## src/rtl/pipe_hazard_ctrl.sv

```systemverilog
// rtl/pipe_hazard_ctrl.sv - pipeline hazard control: load-use stall, redirect flush, forwarding select
module pipe_hazard_ctrl (
    input  logic        cpu_clk,
    input  logic        cpu_rst,
    input  logic        id_valid,
    input  logic [4:0]  id_rs1,
    input  logic [4:0]  id_rs2,
    input  logic        id_rs1_used,
    input  logic        id_rs2_used,
    input  logic [4:0]  id_wr,
    input  logic        id_rf_we,
    input  logic        id_is_load,
    input  logic        ex_redirect,
    output logic        pc_stall,
    output logic        ifid_stall,
    output logic        ifid_flush,
    output logic        idex_flush,
    output logic [1:0]  fwd_a_sel,
    output logic [1:0]  fwd_b_sel,
    output logic [15:0] stall_cnt,
    output logic [15:0] flush_cnt
);

    typedef enum logic {
        ST_RUN   = 1'b0,
        ST_STALL = 1'b1
    } state_t;

    state_t state, state_next;

    // Shadow copies of the destination fields held in the datapath pipeline registers
    logic [4:0] ex_wr, mem_wr, wb_wr;
    logic       ex_we, mem_we, wb_we;
    logic       ex_ld, mem_ld;

    logic a_act, b_act;
    logic a_ex, a_mem, a_wb;
    logic b_ex, b_mem, b_wb;
    logic load_use;

    // Per-source hazard matches against each downstream stage; x0 never matches
    always_comb begin
        a_act    = id_valid && id_rs1_used && (id_rs1 != 5'd0);
        b_act    = id_valid && id_rs2_used && (id_rs2 != 5'd0);
        a_ex     = a_act && ex_we  && (ex_wr  == id_rs1);
        a_mem    = a_act && mem_we && (mem_wr == id_rs1);
        a_wb     = a_act && wb_we  && (wb_wr  == id_rs1);
        b_ex     = b_act && ex_we  && (ex_wr  == id_rs2);
        b_mem    = b_act && mem_we && (mem_wr == id_rs2);
        b_wb     = b_act && wb_we  && (wb_wr  == id_rs2);
        load_use = ex_ld && (a_ex || b_ex);
    end

    // Forwarding select: nearest producer wins; a load still in EX cannot forward yet
    always_comb begin
        fwd_a_sel = 2'd0;
        fwd_b_sel = 2'd0;
        if (cpu_rst) begin
            if (a_ex)       fwd_a_sel = ex_ld ? 2'd0 : 2'd1;
            else if (a_mem) fwd_a_sel = 2'd2;
            else if (a_wb)  fwd_a_sel = 2'd3;
            if (b_ex)       fwd_b_sel = ex_ld ? 2'd0 : 2'd1;
            else if (b_mem) fwd_b_sel = 2'd2;
            else if (b_wb)  fwd_b_sel = 2'd3;
        end
    end

    // Next-state and stall/flush outputs; a redirect overrides any stall
    always_comb begin
        state_next = state;
        pc_stall   = 1'b0;
        ifid_stall = 1'b0;
        ifid_flush = 1'b0;
        idex_flush = 1'b0;
        if (!cpu_rst) begin
            state_next = ST_RUN;
        end else if (ex_redirect) begin
            ifid_flush = 1'b1;
            idex_flush = 1'b1;
            state_next = ST_RUN;
        end else begin
            case (state)
                ST_RUN: begin
                    if (load_use) begin
                        pc_stall   = 1'b1;
                        ifid_stall = 1'b1;
                        idex_flush = 1'b1;
                        state_next = ST_STALL;
                    end
                end
                ST_STALL: state_next = ST_RUN;
                default:  state_next = ST_RUN;
            endcase
        end
    end

    // FSM state register
    always_ff @(posedge cpu_clk or negedge cpu_rst) begin
        if (!cpu_rst) state <= ST_RUN;
        else          state <= state_next;
    end

    // Shadow pipeline advance; an ID/EX flush inserts a bubble into EX
    always_ff @(posedge cpu_clk or negedge cpu_rst) begin
        if (!cpu_rst) begin
            ex_wr  <= 5'd0; ex_we  <= 1'b0; ex_ld  <= 1'b0;
            mem_wr <= 5'd0; mem_we <= 1'b0; mem_ld <= 1'b0;
            wb_wr  <= 5'd0; wb_we  <= 1'b0;
        end else begin
            if (idex_flush || !id_valid) begin
                ex_wr <= 5'd0;
                ex_we <= 1'b0;
                ex_ld <= 1'b0;
            end else begin
                ex_wr <= id_wr;
                ex_we <= id_rf_we;
                ex_ld <= id_is_load;
            end
            mem_wr <= ex_wr;
            mem_we <= ex_we;
            mem_ld <= ex_ld;
            wb_wr  <= mem_wr;
            wb_we  <= mem_we;
        end
    end

    // Saturating stall and redirect event counters
    always_ff @(posedge cpu_clk or negedge cpu_rst) begin
        if (!cpu_rst) begin
            stall_cnt <= 16'd0;
            flush_cnt <= 16'd0;
        end else begin
            if (pc_stall && (stall_cnt != 16'hFFFF))
                stall_cnt <= stall_cnt + 16'd1;
            if (ex_redirect && (flush_cnt != 16'hFFFF))
                flush_cnt <= flush_cnt + 16'd1;
        end
    end

endmodule

```

## config.mk

```make
export PLATFORM = sky130hd
export DESIGN_NAME = pipe_hazard_ctrl
export DESIGN_NICKNAME = d
export VERILOG_FILES = /design/src/rtl/pipe_hazard_ctrl.sv
export SDC_FILE = /design/constraint.sdc
export NUM_CORES = 1
export LEC_CHECK = 0
export ABC_AREA = 1
export ABC_CLOCK_PERIOD_IN_PS = 3500
export CAP_MARGIN = 0
export CORE_MARGIN = 1.5
export CORE_UTILIZATION = 50
export DETAILED_ROUTE_END_ITERATION = 12
export PLACE_DENSITY = 0.79
export SYNTH_ARGS = -nofsm -noshare
export SYNTH_HDL_FRONTEND = slang
export SYNTH_SLANG_ARGS = --single-unit
```

## constraint.sdc

```tcl
create_clock -name cpu_clk -period 3.5 [get_ports cpu_clk]
set_input_delay 0.875 -clock cpu_clk [delete_from_list [all_inputs] [get_ports cpu_clk]]
set_output_delay 0.875 -clock cpu_clk [all_outputs]
set_load 0.005 [all_outputs]
```

; ---- Yosys cells after proc, flatten, opt, wreduce, memory -nomap -nowiden
; Cells that the tools add are included.
[word_totals]
ff_bits = 52
[classes]
n_addsub = 2
n_eq_ne = 8
mux = 23
bitwise_logic = 1
reduce_logical = 24
[ops]
columns = operator, n
row1 = $add 16x1->16 const B, 2
row2 = $ne 16x16->1 const B, 2
row3 = $eq 5x5->1, 6
row4 = $logic_and 1x1->1, 19
row5 = $mux 2, 8
row6 = $mux 1, 13
row7 = $reduce_bool 5->1, 2
row8 = $mux 5, 1
row9 = $logic_or 1x1->1, 2
row10 = $pmux 1 s2, 1
row11 = $logic_not 1->1, 1
row12 = $not 1->1, 1

; ---- Depth between registers and ports, before layout
[logic_depth]
ltp_word = 12
ltp_mapped = 12

; ---- Least setup slack after synthesis
; OpenSTA, ideal clock, no wires.
[synth_path]
path_type = input port to output port
start = input port id_rs1[4]
end = output port pc_stall
arrival_ns = 1.797
required_time_ns = 2.625
setup_slack_ns = 0.828
stages = 10
n_path_buf = 1
path_cell_list = inv_1 -> nand2_1 -> nand2_1 -> nand2_1 -> nor2_1 -> nand4_2 -> nand2_4 -> nand3_4 -> inv_1 -> buf_4
[synth_between]
elab_chain_cells = 10
word_cells_on_any_way = 11
cone_classes = eq/ne (1) / mux (4) / reduce/logical (6)
[synth_rtl]
columns = item, line
row1 = from (decl), 6  ; input logic [4:0] id_rs1,
row2 = $reduce_bool 5->1, 43  ; a_act = id_valid && id_rs1_used && (id_rs1 != 5'd0);
row3 = $logic_and 1x1->1, 43
row4 = $logic_and 1x1->1, 45  ; a_ex = a_act && ex_we && (ex_wr == id_rs1);
row5 = $logic_and 1x1->1 (*), 45
row6 = $logic_or 1x1->1 (*), 51  ; load_use = ex_ld && (a_ex || b_ex);
row7 = $logic_and 1x1->1 (*), 51
row8 = $mux 1 (*) (4 in series), n/a
row9 = to (decl), 14  ; output logic pc_stall,
; Mark *: on every way between the ends. The rest lies on a longest branch, timed or not.

; ---- Worst setup path after layout
[layout_path]
start = input port id_rs1[1]
end = output port pc_stall
[layout_between]
elab_chain_cells = 10
word_cells_on_any_way = 11
cone_classes = eq/ne (1) / mux (4) / reduce/logical (6)
[layout_rtl]
columns = item, line
row1 = $reduce_bool 5->1, 43
row2 = $logic_and 1x1->1, 43
row3 = $logic_and 1x1->1, 45
row4 = $logic_and 1x1->1 (*), 45
row5 = $logic_or 1x1->1 (*), 51
row6 = $logic_and 1x1->1 (*), 51
row7 = $mux 1 (*), 84  ; if (load_use) begin
row8 = $mux 1 (*), 82  ; case (state)
row9 = $mux 1 (*), 77  ; end else if (ex_redirect) begin
row10 = $mux 1 (*), 75  ; if (!cpu_rst) begin
; Marked as above.

==> results.md <==
- P_leak: around 2.1 nW
- Post-Synthesis Cells: 382
- Critical Path RT: about 2.6 ns
- # clock sinks: 52
- Fmax: 295.2 MHz
- Worst setup margin: 0.1119 ns
- Largest net degree at the start of global routing: 32
- Post-synth cell types: 30
- Outcome: finished, final reports clean
- Post-DP Area: ~3700 um2
- H-tree levels: 2
- CTS clk-pin slew, worst paths: 0.09 ns
- Routed wl met3: 431 um
- CP endpoint kind: output port
- Buffer levels on the longest clock path: 2
- Unrepaired setup endpoints after global routing: false
- DR WL met2: about 3200 um
- Relative slew margins: 73.64%
- Die area: around 6300 um2
- Post-synth EDFFs: 0
- Reg2reg setup slack: 1.63 ns
- Root buf cell: clkbuf_8
- Most frequent cells after synthesis: 95 x nand2_1, 55 x inv_1, 52 x dfrtp_1, 52 x nor2_1, 34 x nand3_1
- RD Place Congestion: around 0.92
- Primary FF master, synth: dfrtp_1
- Final Instance Area: between 3000 and 4000 um2
- Int Power: about 1.1 mW
- Final worst-path cycle share: 96.80%
- FILL cells: 454
- CTS buffer count: 5
- Vias in the first global route: 2682
- Gr ovfl total: 0
- Switching power of the nets: approximately 0.37 mW
- Combinational Power Share: 18.2%
- Antenna violations before repair: 0
- Post-Route WL: 7033 um
- Fin util: 70.12%
- Register bit total from synthesis: 52
- Syn nets: 407
- Capturing point of the worst reg2reg path: flush_cnt[15]
- Pre-CTS setup slack: -0.1909 ns
- Worst min-delay path class: flip-flop to flip-flop
- Clock latency on the worst-skew pair: 0.30 ns
- Via count: 2680
- Hold Path Sink: wb_we
- Most frequent cell after synthesis: nand2_1
- DRC: 0
- Pwr dens: about 370 nW/um2
- Setup CP Type: primary input to output port
- WL per Instance: about 13 um
- R2R Path Start: flush_cnt[0]
- Clock Power Share: 32.6%
- Synth area leader: dfrtp_1
- Hold Crit Start: mem_we
- Mapped cell area: 2919 um2
- Sequential power share: about half
- Reg area: 1301 um2
- Startpoint types: primary input
- Post-CTS Hold Fix Bufs: 0
- Min cycle time layout: roughly 3.4 ns
- Max Used Layer: met4
- ANT cells: 0
- Crit Path Max Fanout: 4
- Sw Share: 25.50%
- Global Route Usage Sum: 24.47%
- Syn_area_per_cell: 7.641 um2
- Vias per cell: 4.981
- Async set-reset flop share out of synthesis: 100.0%
- Worst slew pin tran: approximately 0.4 ns
- DP HPWL: roughly 5600 um
- Drt pass-1 iters: 4
- Slew Limit Fails: 0
- Total power: 1.452 mW
- Area of the multi-input gates: between 1000 and 1500 um2
- Synth area leaders: dfrtp_1 45%, nand2_1 12%, inv_1 7.1%
- # rows: 27
- Worst vdd rail ir drop: 526.3 uV
- DRC marker count from the first detailed-route iteration: 121
- Top-area cell type share of the netlist area: 44.58%
- Total of max-cap violations: 0
- Critical Path AT: 2.51 ns
- Final Setup Violations: 0
- Hold path depth: 0
- Post-CTS setup buffers: 0
- Core Region: 5574 um2
- PortBufs: 62
- Reg2Reg Depth: 9
- Die width: 79.41 um
- Io pins: 63
- Fraction of layout cells with a size suffix above 1: 11.16%
- Yosys warns: 0
- Nets: 491
- Met1 WL: 3254 um
- Sequential area share after synthesis: 44.58%
- Antenna Nets Post-Route: 0
- Final Hold Fails: 0
- Starting density of the core: 52.37%
- Synthesis-to-layout area growth: 33.90%
- First-pass GRT wire length: between 10000 and 15000 um
- CTS tree: yes
- Chip height: 79.41 um
- Clock skew: 0.006947 ns
## how the worst max path moves through the flow
stage,endpoint,from,depth (start not counted)
final,pc_stall,id_rs1[1],10
after global routing,pc_stall,id_rs1[1],10
after CTS,idex_flush,id_rs1[1],10
after detailed placement,fwd_a_sel[0],id_rs1[2],9
after global placement,idex_flush,id_rs1[1],10
after floorplan,pc_stall,id_rs1[4],10
## power groups by stage
| stage | logic, mW | clock network (mW) | registers (mW) |
|---|---|---|---|
| after floorplan | 0.106 | 0 | 0.714 |
| after global placement | 0.259 | 0 | 0.721 |
| after detailed placement | 0.266 | 0 | 0.722 |
| after CTS | 0.266 | 0.487 | 0.713 |
| after global routing | 0.289 | 0.506 | 0.722 |
| final | 0.265 | 0.473 | 0.715 |
## timing repair
action / CTS / global route
endpoints found under the setup margin: 7 / 7
pin swaps: 4 / 7
gates resized for setup: 13 / 16
## layer usage
layer	track usage [%]	up-vias
met5	0	-
met4	8.070	0
met3	4.914	13
met1	32.62	1220
met2	40.00	91
li1	-	1356
## cell type report
| cell class | instances | area share, % |
|---|---|---|
| multi-input combinational | 266 | 35.98 |
| sequential | 52 | 33.29 |
| timing repair buffer | 79 | 19.17 |
| inverter | 62 | 5.954 |
| tap | 72 | 2.305 |
| clock buffer | 5 | 1.761 |
| clock inverter | 2 | 1.536 |
## worst max-delay path, stage by stage
cell and delay, ns:
dlygate4sd2_1 0.27, buf_4 0.15, nand2_1 0.06, o21ai_1 0.08, nor2_2 0.20, nand4_4 0.13
nand2_4 0.11, nand3_4 0.07, inv_2 0.07, clkdlybuf4s50_1 0.49
## layout by cell type, fill, tap and decap left out, types with 2 or more instances in the layout
cell type | Yosys | layout
inv_1 | 55 | 54
nor2_2 | 6 | 9
ha_1 | 2 | 2
dfrtp_1 | 52 | 52
nand4_1 | 8 | 8
buf_4 | 1 | 17
and3_1 | 3 | 3
xnor2_1 | 13 | 12
nand3_1 | 34 | 32
nor3_1 | 4 | 4
a21oi_1 | 6 | 6
nand4_2 | 3 | 2
inv_2 | 6 | 7
dlymetal6s2s_1 | 0 | 6
bufinv_16 | 0 | 2
nand3_2 | 0 | 2
dlygate4sd2_1 | 0 | 7
o21ai_1 | 7 | 8
xor2_1 | 18 | 18
nor2_1 | 52 | 49
clkdlybuf4s15_1 | 0 | 3
o21ai_0 | 5 | 4
clkbuf_8 | 0 | 5
clkdlybuf4s50_1 | 0 | 45
nand2_1 | 95 | 95
## registers in the layout, summed over array words and instances (netlist names)
| name | count |
|---|---|
| flush_cnt | 16 |
| mem_we | 1 |
| ex_we | 1 |
| wb_we | 1 |
| ex_wr | 5 |
| ex_ld | 1 |
| mem_wr | 5 |
| stall_cnt | 16 |
| wb_wr | 5 |
| state | 1 |
## per-stage QoR
step | TNS [ns] | cells | hold slack, ns
floorplan | 0 | 382 | 0.3537
global placement | -1.076 | 531 | 0.3591
detailed placement | -1.104 | 531 | 0.3615
CTS | 0 | 538 | 0.3919
global route | 0 | 538 | 0.3974
finish | 0 | 538 | 0.3876
## cells by family after synthesis
kind of cell	count (synthesis)	synth area share (%)
mux	1	0.3857
fa+ha+maj	2	0.8571
flops	52	44.58
simple gates	211	32.45
compound gates	21	3.815
xor+xnor	31	9.301
buf+inv	64	8.615
Power figures use the tool's default switching activity.
==> RTL change: new RTL, same settings <==
Register the output `stall_cnt` once more, cleared by the reset; this adds one clock of latency there. The other outputs are not delayed to match.
--- a/src/rtl/pipe_hazard_ctrl.sv
+++ b/src/rtl/pipe_hazard_ctrl.sv
@@ -25,6 +25,8 @@
         ST_RUN   = 1'b0,
         ST_STALL = 1'b1
     } state_t;
+
+    logic [15:0] stall_cnt_s0;
 
     state_t state, state_next;
 
@@ -127,15 +129,23 @@
     // Saturating stall and redirect event counters
     always_ff @(posedge cpu_clk or negedge cpu_rst) begin
         if (!cpu_rst) begin
-            stall_cnt <= 16'd0;
+            stall_cnt_s0 <= 16'd0;
             flush_cnt <= 16'd0;
         end else begin
-            if (pc_stall && (stall_cnt != 16'hFFFF))
-                stall_cnt <= stall_cnt + 16'd1;
+            if (pc_stall && (stall_cnt_s0 != 16'hFFFF))
+                stall_cnt_s0 <= stall_cnt_s0 + 16'd1;
             if (ex_redirect && (flush_cnt != 16'hFFFF))
                 flush_cnt <= flush_cnt + 16'd1;
         end
     end
 
+    always_ff @(posedge cpu_clk or negedge cpu_rst) begin
+        if (!cpu_rst) begin
+            stall_cnt <= '0;
+        end else begin
+            stall_cnt <= stall_cnt_s0;
+        end
+    end
+
 endmodule
 
Behaviour: not the same (a bounded check fails within 4 cycles, from zero or initial values and one cycle with cpu_rst low).
==> RTL change against the original RTL <==
  * The run now ends with DRC left
  * Setup slack worse by 0.015 ns
  * Via count up 5.0%
  * Count of clock-buffer cells in the layout up 5
  * Synthesized cell count up 4.5%
  * Die area up 15%
  * Routed wire length up 9.5%
  * Total power up 18%
  * Sequential cell count up 16
  * Design area up 9.9%
  * Clock skew up 0.0011 ns
  * Sequential power up 28%
  * Area after synthesis up 15%
  * Critical path type unchanged
==> RTL change: results (changes against the original RTL) <==
Placement
  • Final Wtd Congestion: 0.8733 (-5.3%)
  • Worst slack, placed: -0.1734 ns (+0.01747 ns)
  • Instance area at placement: 0.004133 mm^2 (+11%)
  • Placed Cells: 546 (+2.8%)
  • DP HPWL: 5.701 mm (+2.0%)

Power
  • Seq pwr share: 0.531 (+0.039)
  • Clk network pwr share: 0.302 (-0.024)
  • VDD IR max: 0.0003311 V (-37%)
  • Leak: 0.002149 uW (+4.7%)
  • Comb pwr: 287 uW (+8.3%)

Worst setup path
  • CP max FO: 5 (+1)
  • CP peak stage delay: 0.52 ns (+0.03 ns)
  • Register-to-register setup slack: 1.60 ns (-0.03 ns)
  • Arrival time worst endpoint: 2.53 ns (+0.02 ns)
  • Reg-to-Reg End: stall_cnt_s0[1]

Yosys
  • Register area share after synthesis: 0.5052 (+0.05942)
  • Cell variety after synth: 31 (+3.3%)
  • Post-Syn Area per Cell: 8.442 um^2 (+10%)
  • Syn Nets: 424 (+4.2%)

Global routing
  • Vias in the first global route: 2,794 (+4.2%)
  • Met1 GRT Util: 0.2672 (-0.05894)
  • Global-route wire length before repair: 12.58 mm (+4.9%)
  • Largest net degree at the start of global routing: 47 (+47%)

Clocking
  • CTS Buf Count: 9 (+4)
  • Clk slew on worst S/H paths: 0.06 ns (-0.03 ns)
  • Clk_lat worst skew: 0.34 ns (+0.04 ns)
  • Number of H-tree levels: 3 (+1)
  • Clk sinks: 68 (+31%)

Cells and area
  • Ratio of cells with drive above 1 in the final layout: 0.09751 (-0.01408)
  • Final nets: 505 (+2.9%)
  • Final core utilization: 0.6686 (-0.03262)

Drt
  • Vias per cell: 5.036 (+1.1%)
  • Iteration-0 DRC Markers: 158 (+31%)
  • # DRC: 4 (+4)
  • Number of iterations in the first detailed-routing pass: 9 (+5)
  • Avg WL per Cell: 13.78 um (+5.4%)

Run status
  • Status: finished with violations
  • Failing checks: DRC

Hold path
  • Worst hold path type: in -> async

STA
  • Clock Skew: 0.008007 ns (+0.001061 ns)
  • Final hold slack: 0.3686 ns (-0.01900 ns)
==> RTL change: cell types whose count changed in the layout (fill, tap and decap cells not counted), sizes merged, moves of 5 or more <==
| cell | unedited run | this run |
|---|---|---|
| nand2 | 96 | 128 |
| o21ai | 12 | 7 |
| buf | 18 | 12 |
| nor2 | 59 | 40 |
| inv | 61 | 52 |
| clkbuf | 5 | 10 |
| nand3 | 35 | 26 |
| dfrtp | 52 | 68 |
==> RTL change: final cells by class <==
cell class,count,area share
flip-flops and latches,68,0.3963
multi-input cells,276,0.3397
repair buffers,73,0.1623
inverters,52,0.04545
clock buffers,10,0.02972
well taps,77,0.02244
clock inverters,3,0.004079
==> RTL change: timing repair <==
item                                   in CTS  in global routing
setup endpoints to repair                   7                  5
endpoints found under the hold margin       0                  0
gates cloned                                0                  0
pin swaps                                   2                  3
resized for setup                          13                  7
==> RTL change: routing by layer <==
| layer | share of wire | vias up |
|---|---|---|
| li1 | - | 1403 |
| met1 | 0.44 | 1336 |
| met2 | 0.50 | 60 |
| met3 | 0.037 | 16 |
| met4 | 0.024 | 0 |
| met5 | 0 | - |
==> RTL change: cells by family after synthesis <==
kind of cell,Yosys count,share of synthesized area
simple gates,219,0.2950
buf+inv,55,0.06687
mux,1,0.003343
compound gates,17,0.02600
xor+xnor,37,0.09621
fa+ha+maj,2,0.007428
flops,68,0.5052
==> RTL change: worst max path at each step <==
stage,to,slack (ns),from
floorplan,pc_stall,0.91,id_rs2[3]
global placement,fwd_a_sel[0],-0.18,id_rs1[1]
detailed placement,fwd_b_sel[1],-0.17,id_rs2[2]
CTS,fwd_a_sel[1],0.002,id_rs1[4]
global route,fwd_a_sel[1],-0.09,id_rs1[2]
finish,fwd_a_sel[1],0.1,id_rs1[2]
